## config.mk

```make
export PLATFORM = sky130hd
export DESIGN_NAME = base_afilter_reg
export DESIGN_NICKNAME = d
export VERILOG_FILES = /design/src/rtl/base_afilter_reg.sv
export SDC_FILE = /design/constraint.sdc
export NUM_CORES = 1
export LEC_CHECK = 0
export CAP_MARGIN = 25
export CORE_MARGIN = 2
export CORE_UTILIZATION = 39
export DETAILED_ROUTE_END_ITERATION = 6
export PLACE_DENSITY = 0.74
export SYNTH_ARGS = -nofsm -noshare
export SYNTH_HDL_FRONTEND = slang
export SYNTH_SLANG_ARGS = --single-unit
```

## constraint.sdc

```tcl
create_clock -name clk -period 1.8 [get_ports clk]
set_input_delay 0.18 -clock clk [delete_from_list [all_inputs] [get_ports clk]]
set_output_delay 0.18 -clock clk [all_outputs]
set_load 0.005 [all_outputs]
```

## src/rtl/base_afilter_reg.sv

```systemverilog
// Registered valid/ready filter stage with a 2-entry skid buffer; beats with i_en=0 are dropped.
// Optional saturating drop counter enabled by defining BASE_AFILTER_REG_DROPCNT_EN.
module base_afilter_reg #(
    parameter int unsigned width = 8,
    parameter int unsigned cntw  = 16
) (
    input  logic               clk,
    input  logic               reset,
    input  logic               i_v,
    output logic               i_r,
    input  logic [0:width-1]   i_d,
    input  logic               i_en,
    output logic               o_v,
    input  logic               o_r,
    output logic [0:width-1]   o_d,
    output logic               o_drop,
    input  logic               i_drop_clr,
    output logic [cntw-1:0]    o_drop_cnt
);

    typedef enum logic [1:0] {StEmpty, StOne, StTwo} state_e;

    state_e           state_q;
    logic [0:width-1] main_q;
    logic [0:width-1] skid_q;
    logic             ready_q;
    logic             drop_q;

    logic acc;
    logic enq;
    logic dis;
    logic deq;

    assign acc = i_v & ready_q;
    assign enq = acc & i_en;
    assign dis = acc & ~i_en;
    assign deq = (state_q != StEmpty) & o_r;

    // ready_q tracks the next state so i_r never depends combinationally on o_r.
    always_ff @(posedge clk or posedge reset) begin
        if (reset) begin
            state_q <= StEmpty;
            main_q  <= '0;
            skid_q  <= '0;
            ready_q <= 1'b0;
            drop_q  <= 1'b0;
        end else begin
            drop_q  <= dis;
            ready_q <= 1'b1;
            case (state_q)
                StEmpty: begin
                    if (enq) begin
                        main_q  <= i_d;
                        state_q <= StOne;
                    end
                end
                StOne: begin
                    if (enq && deq) begin
                        main_q <= i_d;
                    end else if (enq) begin
                        skid_q  <= i_d;
                        state_q <= StTwo;
                        ready_q <= 1'b0;
                    end else if (deq) begin
                        state_q <= StEmpty;
                    end
                end
                StTwo: begin
                    if (deq) begin
                        main_q  <= skid_q;
                        state_q <= StOne;
                    end else begin
                        ready_q <= 1'b0;
                    end
                end
                default: begin
                    state_q <= StEmpty;
                end
            endcase
        end
    end

    assign i_r    = ready_q;
    assign o_v    = (state_q != StEmpty);
    assign o_d    = main_q;
    assign o_drop = drop_q;

`ifdef BASE_AFILTER_REG_DROPCNT_EN
    logic [cntw-1:0] cnt_q;

    // A clear coinciding with a discard counts that discard.
    always_ff @(posedge clk or posedge reset) begin
        if (reset) begin
            cnt_q <= '0;
        end else if (i_drop_clr) begin
            cnt_q <= dis ? cntw'(1) : '0;
        end else if (dis && (cnt_q != '1)) begin
            cnt_q <= cnt_q + cntw'(1);
        end
    end

    assign o_drop_cnt = cnt_q;
`else
    logic unused_drop_clr;

    assign unused_drop_clr = i_drop_clr;
    assign o_drop_cnt      = '0;
`endif

endmodule

```

After elaboration in Yosys (flattened, before gate mapping)
Index checks and enable logic that the tools add are counted.

cells by class
  reduce and logical (&&, ||, !) cells = 7
  add/subtract/negate cells = 0
  bitwise operators = 6
  divide/modulo/power cells = 0
  eq/ne operators = 7
  muxes and demuxes = 14
  $lt $le $gt $ge = 0
  multipliers = 0
  shifts and indexed selects = 0

operators with widths
  kind                count
  $mux 8              3
  $pmux 8 s3          1
  $mux 2              5
  $ne 2x2->1 const B  4
  $reduce_and 4->1    2
  $pmux 2 s3          1
  $and 1x1->1         4
  $mux 1              3
  $ne 3x3->1 const B  1
  $reduce_and 3->1    1
  $reduce_bool 3->1   1
  $eq 2x1->1 const B  1
  $eq 2x2->1 const B  1
  $logic_not 2->1     1
  $not 1->1           2
  $pmux 1 s2          1
  $reduce_bool 2->1   1
  $logic_and 1x1->1   1

storage, ports and cells
  register bits = 20
  memory bits (read-only) = 0
  bits in latches = 0
  RAM bits = 0
  memories = 0
  word-level logic and storage cells = 39
  input bits = 14

Depth between registers and ports, before layout
Gate-level depths: netlist (run 1).

  depth after elaboration = 6
  mapped depth = 7
  gate-level depth less buffers = 6

Worst setup path after synthesis (run 1)
OpenSTA, ideal clock, no wires.

  kind = reg-to-reg
  start point = register state_q[0]
  end point = register main_q, in the netlist o_d[0]
  period minus slack after synthesis = 1.802 ns
  data required time = 1.675 ns
  path buffers = 1
  stages on the path, launching flop included = 8
  arrival time = 1.678 ns
  path slack = -0.002 ns
  cell sequence = dfrtp_1 inv_1 ha_1 nor2b_1 buf_2 nand2_1 o22ai_4 mux2_2

on the way
  word-level cells in the longest chain between the ends = 5

ends and longest elaborated chain
  item                        RTL line  source
  start, declared             23        state_e state_q;
  start signal, assigned      42        state_q <= StEmpty;
  start signal, assigned      54        state_q <= StOne;
  start signal, assigned      62        state_q <= StTwo;
  $reduce_bool 2->1           37        assign deq = (state_q != StEmpty) & o_r;
  $and 1x1->1                 37
  $logic_and 1x1->1           58        if (enq && deq) begin
  $ne 2x2->1 (no line)        --
  $reduce_and 4->1 (no line)  --
  end signal, assigned        53        main_q <= i_d;
  end signal, assigned        59        main_q <= i_d;
  end signal, assigned        70        main_q <= skid_q;
  end, declared               24        logic [0:width-1] main_q;

Several ways; a longest one is shown, not always the timed one.
A chain may end at the register's enable or synchronous reset.

Worst setup path in the final report (run 1)
  start point = register state_q[1]
  end point = register main_q, in the netlist o_d[7]

The elaborated chain is that of the path after synthesis.

==> results of run 1 <==
stage by stage:
| step | total power, mW | hold WS, ns | setup WS, ns |
|---|---|---|---|
| global placement | 1.67 | 0.483 | -0.115 |
| finish | 2.00 | 0.208 | 0.0830 |
| CTS | 1.95 | 0.216 | 0.00392 |
| global route | 2.17 | 0.234 | 0.000143 |
| floorplan | 1.27 | 0.144 | 0.000488 |
| detailed placement | 1.72 | 0.492 | -0.114 |
final cells by class:
| class | count | area, um2 | share of cell area |
|---|---|---|---|
| inverter | 4 | 15.0 | 0.00972 |
| clock buffer | 3 | 22.5 | 0.0146 |
| sequential | 20 | 502 | 0.325 |
| tap | 31 | 38.8 | 0.0251 |
| multi-input combinational | 65 | 573 | 0.371 |
| timing repair buffer | 41 | 393 | 0.254 |
placed cells by master (no fill, tap or decap), drive strengths merged, types with 3 or more instances in the layout:
master         netlist  routed
a21oi                3       3
buf                 18      18
clkbuf               0       3
clkdlybuf4s50        0      22
conb                 1      16
dfrtp               20      20
ha                   4       4
inv                  4       4
mux2                24      24
nor2                 4       4
worst min-delay path: stages:
cell             delay [ns]
clkdlybuf4s50_1        0.40
inv_1                  0.05
buf_4                  0.26
power by group:
part | switching [mW] | internal [mW]
clock network | 0.123 | 0.0777
logic | 0.375 | 0.666
registers | 0.105 | 0.656
total | 0.603 | 1.40
final timing paths:
check,from,cells past startpoint,endpoint
min,reset,3,skid_q[6]$_DFFE_PP0P_
max,state_q[1]$_DFFE_PP0P_,6,o_d[7]$_DFFE_PP0P_
min reg2reg,o_d[0]$_DFFE_PP0P_,1,o_d[0]$_DFFE_PP0P_
min in group clk,o_d[0]$_DFFE_PP0P_,1,o_d[0]$_DFFE_PP0P_
max reg2reg,state_q[1]$_DFFE_PP0P_,6,o_d[7]$_DFFE_PP0P_
max in group asynchronous,reset,3,state_q[1]$_DFFE_PP0P_
cell families (layout without fill, tap and decap cells):
family	after synthesis	count (layout)	share of synthesized area
AO/OA/AOI/OAI	11	11	0.0852
adder cells (fa/ha/maj)	4	4	0.0448
buffers and inverters	22	48	0.129
flip-flops	20	20	0.448
multiplexers	24	24	0.242
other	1	16	0.00336
AND/OR/NAND/NOR	10	10	0.0471
registers in the layout, summed over array words and instances (netlist names):
signal / cells
i_r: 1
o_d: 8
o_drop: 1
skid_q: 8
state_q: 2
timing repair:
item / CTS / global route
gates resized for setup: 3 / 9
pin swaps: 0 / 2
setup endpoints to repair: 10 / 18
gates cloned: 0 / 0
setup buffers: 1 / 2
routing by layer:
layer | vias up | GRT usage | wire (um)
li1 | 371 | - | -
met1 | 378 | 0.172 | 878
met2 | 37 | 0.240 | 1010
met3 | 2 | 0.0340 | 152
met4 | 0 | 0.0465 | 10
met5 | - | 0 | 0
==> impl_metrics.ini, run 1 <==
[run_status]
outcome = finished, final reports clean

[die]
die_w_um = 57.5
core_mm2 = 0.00273
std_cell_rows = 19
die_y_um = 57.5
die_area_mm2 = 0.00331
ioPinCount = 41
start_util = 0.408

[global_route]
grt_max_degree = 21
grt_pass1_wl_um = 3620
grtUsageTotal = 0.140
antenna_found_initial = 0
grt_overflow = 0
grt_pass1_vias = 833

[logic_synthesis]
synth_top_area_share = 0.448
synth_edf_count = 0
yosysSeqAreaShare = 0.448
synth_most_common_cell = mux2_2
ys_async_sr_fraction = 1.00
synthTopCellsByCount = 24 x mux2_2, 20 x dfrtp_1, 16 x buf_4, 4 x ha_1, 4 x inv_1
syn_inst = 92
netlist_top_cells_area = dfrtp_1 45%, mux2_2 24%, buf_4 11%
yosysTopAreaCell = dfrtp_1
syn-cell-area_mm2 = 0.00112
synth_flop_cell = dfrtp_1
ys_types = 23
ys_seq_elements = 20
yosysWarningCount = 0
syn_avg_cell_area_um2 = 12.1

[finish]
design_area_mm2 = 0.00154
final_layout_size_suffix_gt1_frac = 0.429
final_cells = 164
syn_to_final_growth_pct = 38.3
fin_nets = 153
final_util = 0.565
fillers = 234
num_antenna_cells = 0

[sta]
worst_clock_skew_ns = 0.00300
max_freq_ghz = 0.582
drv_slew = 0
min_period_over_period = 0.954
setup_viol = 0
post-route-min-period_ns = 1.72
fin_setup_tns_ns = 0
finalHoldViolations = 0
rsz0062_at_grt = no

[setup_path]
cpMaxStageDelayCell = dfrtp_2
path_buf_inv = 1
critPathKind = flip-flop to flip-flop
r2r_slack_ns = 0.08
arrival_ns = 1.90
crit_required_ns = 1.98
worst-path-max-fanout = 8
cp-end-kind = flip-flop
worstSetupStartpointType = flip-flop
critical_path.max_stage_delay_ns = 0.46
crit_chain = ha_4, and4b_1, a22oi_2, o22ai_4, buf_12, mux2_2
cp_top_family = flip-flops

[clocking]
cts_buffer_depth = 2
worstSkewPairLatency_ns = 0.29
htreeDepth = 1
cts-root-buf = clkbuf_4
cts_tree = yes
clkSinkCount = 20
cts_hold_buf = 0
numCtsBuffers = 3
path_clk_slew_ns = 0.10

[placement]
dp_hpwl_um = 1540
io_buffer_count = 23
dp.cells = 158
placed_area_mm2 = 0.00145
gp_congestion = 0.759

[route]
firstDrtPassIters = 4
drtIter0Drc = 18
num_vias = 788
wire_per_inst_um = 12.5
ant_nets = 0
routed_wirelength_um = 2060
drc = 0
viasPerCell = 4.80

[power]
irDropWorstVdd_mv = 0.845
powerDensity_mw_per_mm2 = 1300
leakagePower_nw = 0.692

[run]
maxCapViolCount = 0

[hold_path]
hp-class = input port to asynchronous set/reset pin
(Power assumes the default switching activity.)
==> inputs of run 2 (changes only) <==
Settings changed: SLEW_MARGIN set to 15.
==> results of run 2 <==
Final layout, timing and power as in run 1 (identical DEF).
==> inputs of run 3 (changes only) <==
Settings changed: CAP_MARGIN 25 to 5.
==> results of run 3 <==
Final layout, timing and power as in run 1 (identical DEF).
